$ cat src/rtl/bin2bcd_seq.sv
// bin2bcd_seq: sequential binary-to-BCD converter (shift-and-add-3, double dabble).
// One shift iteration per clock; a WIDTH-bit value converts in WIDTH cycles.
//
// Ports:
//   Clock   system clock, rising edge
//   Resetn  synchronous active-low reset
//   start   conversion request, honoured only while busy=0
//   bin     binary value, captured on the accepting edge
//   busy    high while a conversion is running
//   done    one-cycle pulse when bcd holds a new result
//   bcd     packed BCD result, digit 0 (ones) in bcd[3:0]
module bin2bcd_seq #(
    parameter int unsigned WIDTH  = 8,
    parameter int unsigned DIGITS = 3
) (
    input  logic                  Clock,
    input  logic                  Resetn,
    input  logic                  start,
    input  logic [WIDTH-1:0]      bin,
    output logic                  busy,
    output logic                  done,
    output logic [4*DIGITS-1:0]   bcd
);

    localparam int unsigned CntW = $clog2(WIDTH + 1);

    typedef enum logic [0:0] {StIdle, StConvert} state_t;

    state_t              state;
    logic [WIDTH-1:0]    shreg;
    logic [4*DIGITS-1:0] scratch;
    logic [4*DIGITS-1:0] adj;
    logic [4*DIGITS-1:0] next_scratch;
    logic [CntW-1:0]     cnt;

    // Add 3 to every digit >= 5 before the shift; each digit is independent, no carry.
    always_comb begin
        adj = scratch;
        for (int i = 0; i < int'(DIGITS); i++) begin
            if (scratch[4*i +: 4] >= 4'd5) begin
                adj[4*i +: 4] = scratch[4*i +: 4] + 4'd3;
            end
        end
    end

    // Scratch half of the combined {scratch, shreg} left shift.
    assign next_scratch = {adj[4*DIGITS-2:0], shreg[WIDTH-1]};

    always_ff @(posedge Clock) begin
        if (!Resetn) begin
            state   <= StIdle;
            shreg   <= '0;
            scratch <= '0;
            cnt     <= '0;
            busy    <= 1'b0;
            done    <= 1'b0;
            bcd     <= '0;
        end else begin
            done <= 1'b0;
            unique case (state)
                StIdle: begin
                    if (start) begin
                        shreg   <= bin;
                        scratch <= '0;
                        cnt     <= CntW'(WIDTH);
                        busy    <= 1'b1;
                        state   <= StConvert;
                    end
                end
                StConvert: begin
                    scratch <= next_scratch;
                    shreg   <= shreg << 1;
                    cnt     <= cnt - CntW'(1);
                    if (cnt == CntW'(1)) begin
                        // Final iteration: publish the fully shifted scratch value.
                        bcd   <= next_scratch;
                        done  <= 1'b1;
                        busy  <= 1'b0;
                        state <= StIdle;
                    end
                end
                default: state <= StIdle;
            endcase
        end
    end

endmodule

$ cat config.mk
export PLATFORM = sky130hd
export DESIGN_NAME = bin2bcd_seq
export DESIGN_NICKNAME = d
export VERILOG_FILES = /design/src/rtl/bin2bcd_seq.sv
export SDC_FILE = /design/constraint.sdc
export NUM_CORES = 1
export LEC_CHECK = 0
export CORE_MARGIN = 10
export CORE_UTILIZATION = 25
export DETAILED_ROUTE_END_ITERATION = 16
export MAX_ROUTING_LAYER = met4
export PLACE_DENSITY = 0.5
export SLEW_MARGIN = 10
export SYNTH_ARGS = -nofsm -noshare
export SYNTH_HDL_FRONTEND = slang
export SYNTH_SLANG_ARGS = --single-unit
$ cat constraint.sdc
create_clock -name Clock -period 4.7 [get_ports Clock]
set_clock_uncertainty 0.1 [all_clocks]
set_input_delay 0.705 -clock Clock [delete_from_list [all_inputs] [get_ports Clock]]
set_output_delay 0.705 -clock Clock [all_outputs]
set_load 0.03 [all_outputs]
==> flow_metrics.tcl, run 1 <==
set metrics [dict create \
    drcViolationCount 0 \
    ir_drop_mv 0.166 \
    die_area_um2 10800 \
    met1_usage_pct 8.53 \
    vias 1331 \
    hold_buffers 0 \
    tightest_slew_ns 1.10 \
    synthesis.area_um2 1770 \
    dp_hpwl_um 2610 \
    synth_area_leaders "dfxtp_1 44%, ha_1 5.7%, o2bb2ai_1 5.4%" \
    cts_buffers 5 \
    clkTransAtPathRegs_ns 0.09 \
    synthFlopType "dfxtp_1" \
    track_usage_pct 7.10 \
    synth-async-reset-ratio_pct 0 \
    yosys.cell_count.top_type "dfxtp_1" \
    leakagePower_nw 0.745 \
    die_w_um 104 \
    drive_above_1_share_pct 6.83 \
    core-area_um2 6830 \
    yosys-top-cells-count "39 x dfxtp_1, 14 x o21ai_0, 12 x inv_1" \
    cts_setup_buffers 0 \
    yosysTopAreaCell "dfxtp_1" \
    power_density_nw_per_um2 316 \
    grt_pass1_wl_um 6150 \
    outcome "complete, no violations" \
    synth_nets 202 \
    synth_seq_cells 39 \
    met3_usage_pct 2.66 \
    max_clock_freq_ghz 0.381 \
    synthCells 183 \
    drtIter0Drc 56 \
    min_period_over_period_pct 55.8 \
    ys_types 28 \
    worst-path-max-fanout 20 \
    rsz0062_at_grt "false" \
    nets 223 \
    synth_edf_count 0 \
    start_util_pct 25.9 \
    grt_pass1_vias 1274 \
    hold_class "register to register" \
    crit_slowest_cell "nor2b_1" \
    worstPathRequired_ns 4.84 \
    wl_per_cell_um 12.2 \
    cp_slowest_stage_delay_ns 0.94 \
    root_buffer "clkbuf_8" \
    n_antenna_cell 0 \
    viasPerCell 4.42 \
    port_buffers 24 \
    tritoncts "built" \
    maxSlewViolCount 0 \
    synth_top_area_share_pct 44.2 \
    max_slew_margin_pct 26.2 \
    synth_warnings 0 \
    ys_seq_area_share_pct 44.2 \
    htree_levels 2 \
    crit_chain "clkdlybuf4s50_1 > nor2b_1 > a22o_1" \
    place.gp.congestion 0.710 \
    crit_type "input port to register" \
    setup_viol 0 \
    cts_buffer_depth 2 \
    routed_wl_um 3690 \
    cts.sinks 39 \
    num_rows 30 \
    overflow 0 \
    drv_cap 0 \
    ff2ff_setup_slack_ns 2.75 \
    antenna_found_initial 0 \
    hold_viol 0 \
    crit_arrival_ns 2.77 \
    crit_path_start_kind "input port" \
    gr-max-usage-layer "met2" \
    final.setup.tns_ns 0 \
    cts_resized 0 \
    finalInstanceArea_um2 2180 \
    dpl_cell_area_um2 2070 \
    syn_area_per_cell_um2 9.66 \
    area_growth_pct 23.6 \
    grt_max_degree 26 \
    io_pins 25 \
    post-route-min-period_ns 2.62 \
    worstSetupEndpointType "register" \
    gr-usage-met2_pct 10.4 \
    ant_nets 0 \
    clk_latency_ns 0.30 \
    die_height_um 104 \
    dr.pass1.iters 4 \
]
where the power goes:
group / total [W] / switching [W] / internal [W]
logic: 0.0000554 / 0.0000284 / 0.0000270
registers: 0.000348 / 0.00000863 / 0.000340
clock network: 0.000286 / 0.000126 / 0.000160
total: 0.000690 / 0.000163 / 0.000526
cell families after synthesis:
kind of cell / share of synthesized area (%)
compound gates: 19.1
xor+xnor: 1.49
fa+ha+maj: 5.66
buf+inv: 6.30
flops: 44.2
mux: 7.64
simple gates: 15.6
state kept, by name, indices dropped and copies added, names as in the netlist:
name / count
busy: 1
shreg: 8
done: 1
cnt: 4
state: 1
bcd: 12
scratch: 12
final timing paths:
path | startpoint | endpoint | depth (start not counted)
setup reg to reg | cnt[1]$_SDFFE_PN0P_ | bcd[0]$_SDFFE_PN0P_ | 6
hold reg to reg | bcd[11]$_SDFFE_PN0P_ | bcd[11]$_SDFFE_PN0P_ | 1
setup / recovery | Resetn | bcd[0]$_SDFFE_PN0P_ | 3
hold / removal | bcd[11]$_SDFFE_PN0P_ | bcd[11]$_SDFFE_PN0P_ | 1
layer usage:
metal,vias up,share of wire (%),wire length [µm]
met5,-,0,0
met4,0,1.5,55
met3,5,3.9,145
met2,20,44,1630
met1,617,50,1850
li1,689,-,-
through the flow:
stage | cells | hold slack [ns] | total power [W] | setup WS (ns) | utilization (%)
after floorplan | 183 | 0.363 | 0.000395 | 3.07 | -
after global placement | 293 | 0.346 | 0.000412 | 1.74 | 30.3
after detailed placement | 293 | 0.354 | 0.000413 | 1.74 | 30.3
after CTS | 301 | 0.374 | 0.000704 | 2.06 | 32.0
after global routing | 301 | 0.379 | 0.000722 | 1.83 | 32.0
final | 301 | 0.371 | 0.000690 | 2.08 | 32.0
cells in the final DEF, fill, tap and decap left out, drive strengths merged, types with 7 or more instances in the layout:
| cell type | instances |
|---|---|
| a21oi | 9 |
| and2 | 8 |
| clkdlybuf4s50 | 24 |
| dfxtp | 39 |
| ha | 8 |
| inv | 13 |
| mux2i | 9 |
| nand2 | 11 |
| nor2b | 7 |
| nor3b | 9 |
| o21ai | 14 |
| o2bb2ai | 11 |
| o32ai | 8 |
cell type report:
type | instances | area [µm²]
clock inverters | 3 | 46.3
clock buffers | 5 | 68.8
well taps | 96 | 120
fillers | 745 | 4650
multi-input cells | 121 | 876
repair buffers | 25 | 248
inverters | 12 | 45.0
flip-flops and latches | 39 | 781
critical path, delay by kind of cell:
kind,cells,cell delay (ns)
buffers and inverters,1,0.85
AND/OR/NAND/NOR,1,0.94
AO/OA/AOI/OAI,1,0.26
Power figures use the tool's default switching activity.
==> run 2, diff against run 1 <==
Settings changed: PLACE_DENSITY 0.5 to 0.51.
Clock period 4.7 ns to 2.4 ns, I/O delays scaled along.
==> run 2 against run 1 <==
Via count is 1.8% higher. Clock power is 51% higher. Clock-buffer cell count is 2 higher. Hold slack worse by 0.0084 ns. Sequential power is 95% higher. Routed wire length is 1.9% higher. Global-route usage is 0.17 points higher. Non-clock buffer count is 7 higher. Utilization is 0.27 points higher. Power is 78% higher. Critical path depth is 2 lower. Critical endpoint is now bcd[4].
==> flow_metrics.tcl, run 2 (same netlist as run 1, synthesis figures left out) <==
set metrics [dict create \
    ant_nets 0 \
    cpLargestDelayFamily "buffers and inverters" \
    die_w_um 104 \
    hold_viol 0 \
    reg2reg_from "scratch[1]$_SDFFE_PN0P_" \
    layout_commonest_cell "dfxtp_1" \
    min_period_over_period_pct 73.8 \
    drcViolationCount 0 \
    die_area_um2 10800 \
    final.setup.tns_ns 0 \
    die_height_um 104 \
    path_buf_inv 1 \
    viasPerCell 4.40 \
    dp.cells 300 \
    tightest_slew_ns 0.420 \
    htree_levels 2 \
    cp_slowest_stage_delay_ns 0.68 \
    drv_cap 0 \
    clk_latency_ns 0.29 \
    drtIter0Drc 34 \
    num_rows 30 \
    track_usage_pct 7.27 \
    hold_class "register to register" \
    final_cells 308 \
    root_buffer "clkbuf_8" \
    cts_buffers 5 \
    antenna_found_initial 0 \
    worstPathRequired_ns 1.94 \
    crit_type "register to output pin" \
    cts_setup_buffers 0 \
    grt_pass1_vias 1342 \
    preCtsSetupSlack_ns 0.541 \
    power_density_nw_per_um2 559 \
    crit_arrival_ns 1.31 \
    rsz0062_at_grt "false" \
    tritoncts "built" \
    fill_cells 735 \
    start_util_pct 25.9 \
    highest_layer "met4" \
    nets 230 \
    outcome "complete, no violations" \
    routed_wl_um 3760 \
    post-route-min-period_ns 1.77 \
    setup_viol 0 \
    io_pins 25 \
    grt_max_degree 23 \
    hold_buffers 0 \
    hold_start "bcd[3]$_SDFFE_PN0P_" \
    dp_hpwl_um 2710 \
    wl_per_cell_um 12.2 \
    crit_chain "clkdlybuf4s50_1" \
    crit_slowest_cell "clkdlybuf4s50_1" \
    dr.pass1.iters 4 \
    cts.sinks 39 \
    maxSlewViolCount 0 \
    max_clock_freq_ghz 0.564 \
    leakagePower_nw 0.766 \
    worstSetupEndpointType "output pin" \
    holdPathStages 1 \
    reg2reg_to "scratch[2]$_SDFFE_PN0P_" \
    finalCoreUtilization_pct 32.3 \
    port_buffers 24 \
    holdPathEnd "bcd[3]$_SDFFE_PN0P_" \
    reg.largest.list "bcd (12), scratch (12), shreg (8)" \
    ir_drop_mv 0.275 \
    place.gp.congestion 0.745 \
    vias 1355 \
    wl_met3_um 112 \
    drt-met1-wl_um 1900 \
    clkTransAtPathRegs_ns 0.08 \
    grt_pass1_wl_um 6290 \
    reg2reg_depth 6 \
    ff2ff_setup_slack_ns 0.71 \
    worst-path-max-fanout 2 \
    cts_resized 0 \
    area_growth_pct 24.6 \
    cts_buffer_depth 2 \
    n_antenna_cell 0 \
    drive_above_1_share_pct 8.96 \
    crit_path_start_kind "register" \
    wl_met2_um 1660 \
    core-area_um2 6830 \
    max_slew_margin_pct 71.9 \
    layout_common_cells "39 x dfxtp_1, 24 x clkdlybuf4s50_1, 14 x o21ai_0, 12 x inv_1" \
    overflow 0 \
    layout_setup_ws_ns 0.628 \
]
==> run 2: layer usage <==
metal,vias up,global-route usage [%]
met2,20,11.1
met3,7,2.04
met5,-,-
li1,701,-
met4,0,3.88
met1,627,8.47
==> run 2: worst max-delay path by stage <==
stage | depth (start not counted) | endpoint | from
finish | 1 | bcd[4] | bcd[4]$_SDFFE_PN0P_
detailed placement | 5 | cnt[2]$_SDFFE_PN0P_ | start
global placement | 5 | cnt[2]$_SDFFE_PN0P_ | start
CTS | 1 | bcd[4] | bcd[4]$_SDFFE_PN0P_
global route | 1 | bcd[4] | bcd[4]$_SDFFE_PN0P_
floorplan | 6 | scratch[2]$_SDFFE_PN0P_ | scratch[0]$_SDFFE_PN0P_
==> run 2: power by group <==
part | leakage, nW | internal [W] | switching, W
Clock | 0.0422 | 0.000204 | 0.000227
Combinational | 0.407 | 0.0000604 | 0.0000597
Sequential | 0.317 | 0.000665 | 0.0000143
==> run 2: final cells by class <==
type                            instances  area [µm²]  area share (%)
Multi-Input combinational cell        121         876            39.8
Sequential cell                        39         781            35.4
Timing Repair Buffer                   32         300            13.6
Tap cell                               96         120            5.45
Clock buffer                            7        76.3            3.46
Inverter                               12        45.0            2.04
Clock inverter                          1        5.00           0.227
==> run 2: per-stage QoR <==
stage	cell area, µm²	total power (W)	hold slack [ns]
after global placement	2120	0.000816	0.348
after floorplan	1770	0.000774	0.363
after detailed placement	2120	0.000816	0.346
after global routing	2200	0.00130	0.380
final	2200	0.00123	0.363
after CTS	2200	0.00125	0.370
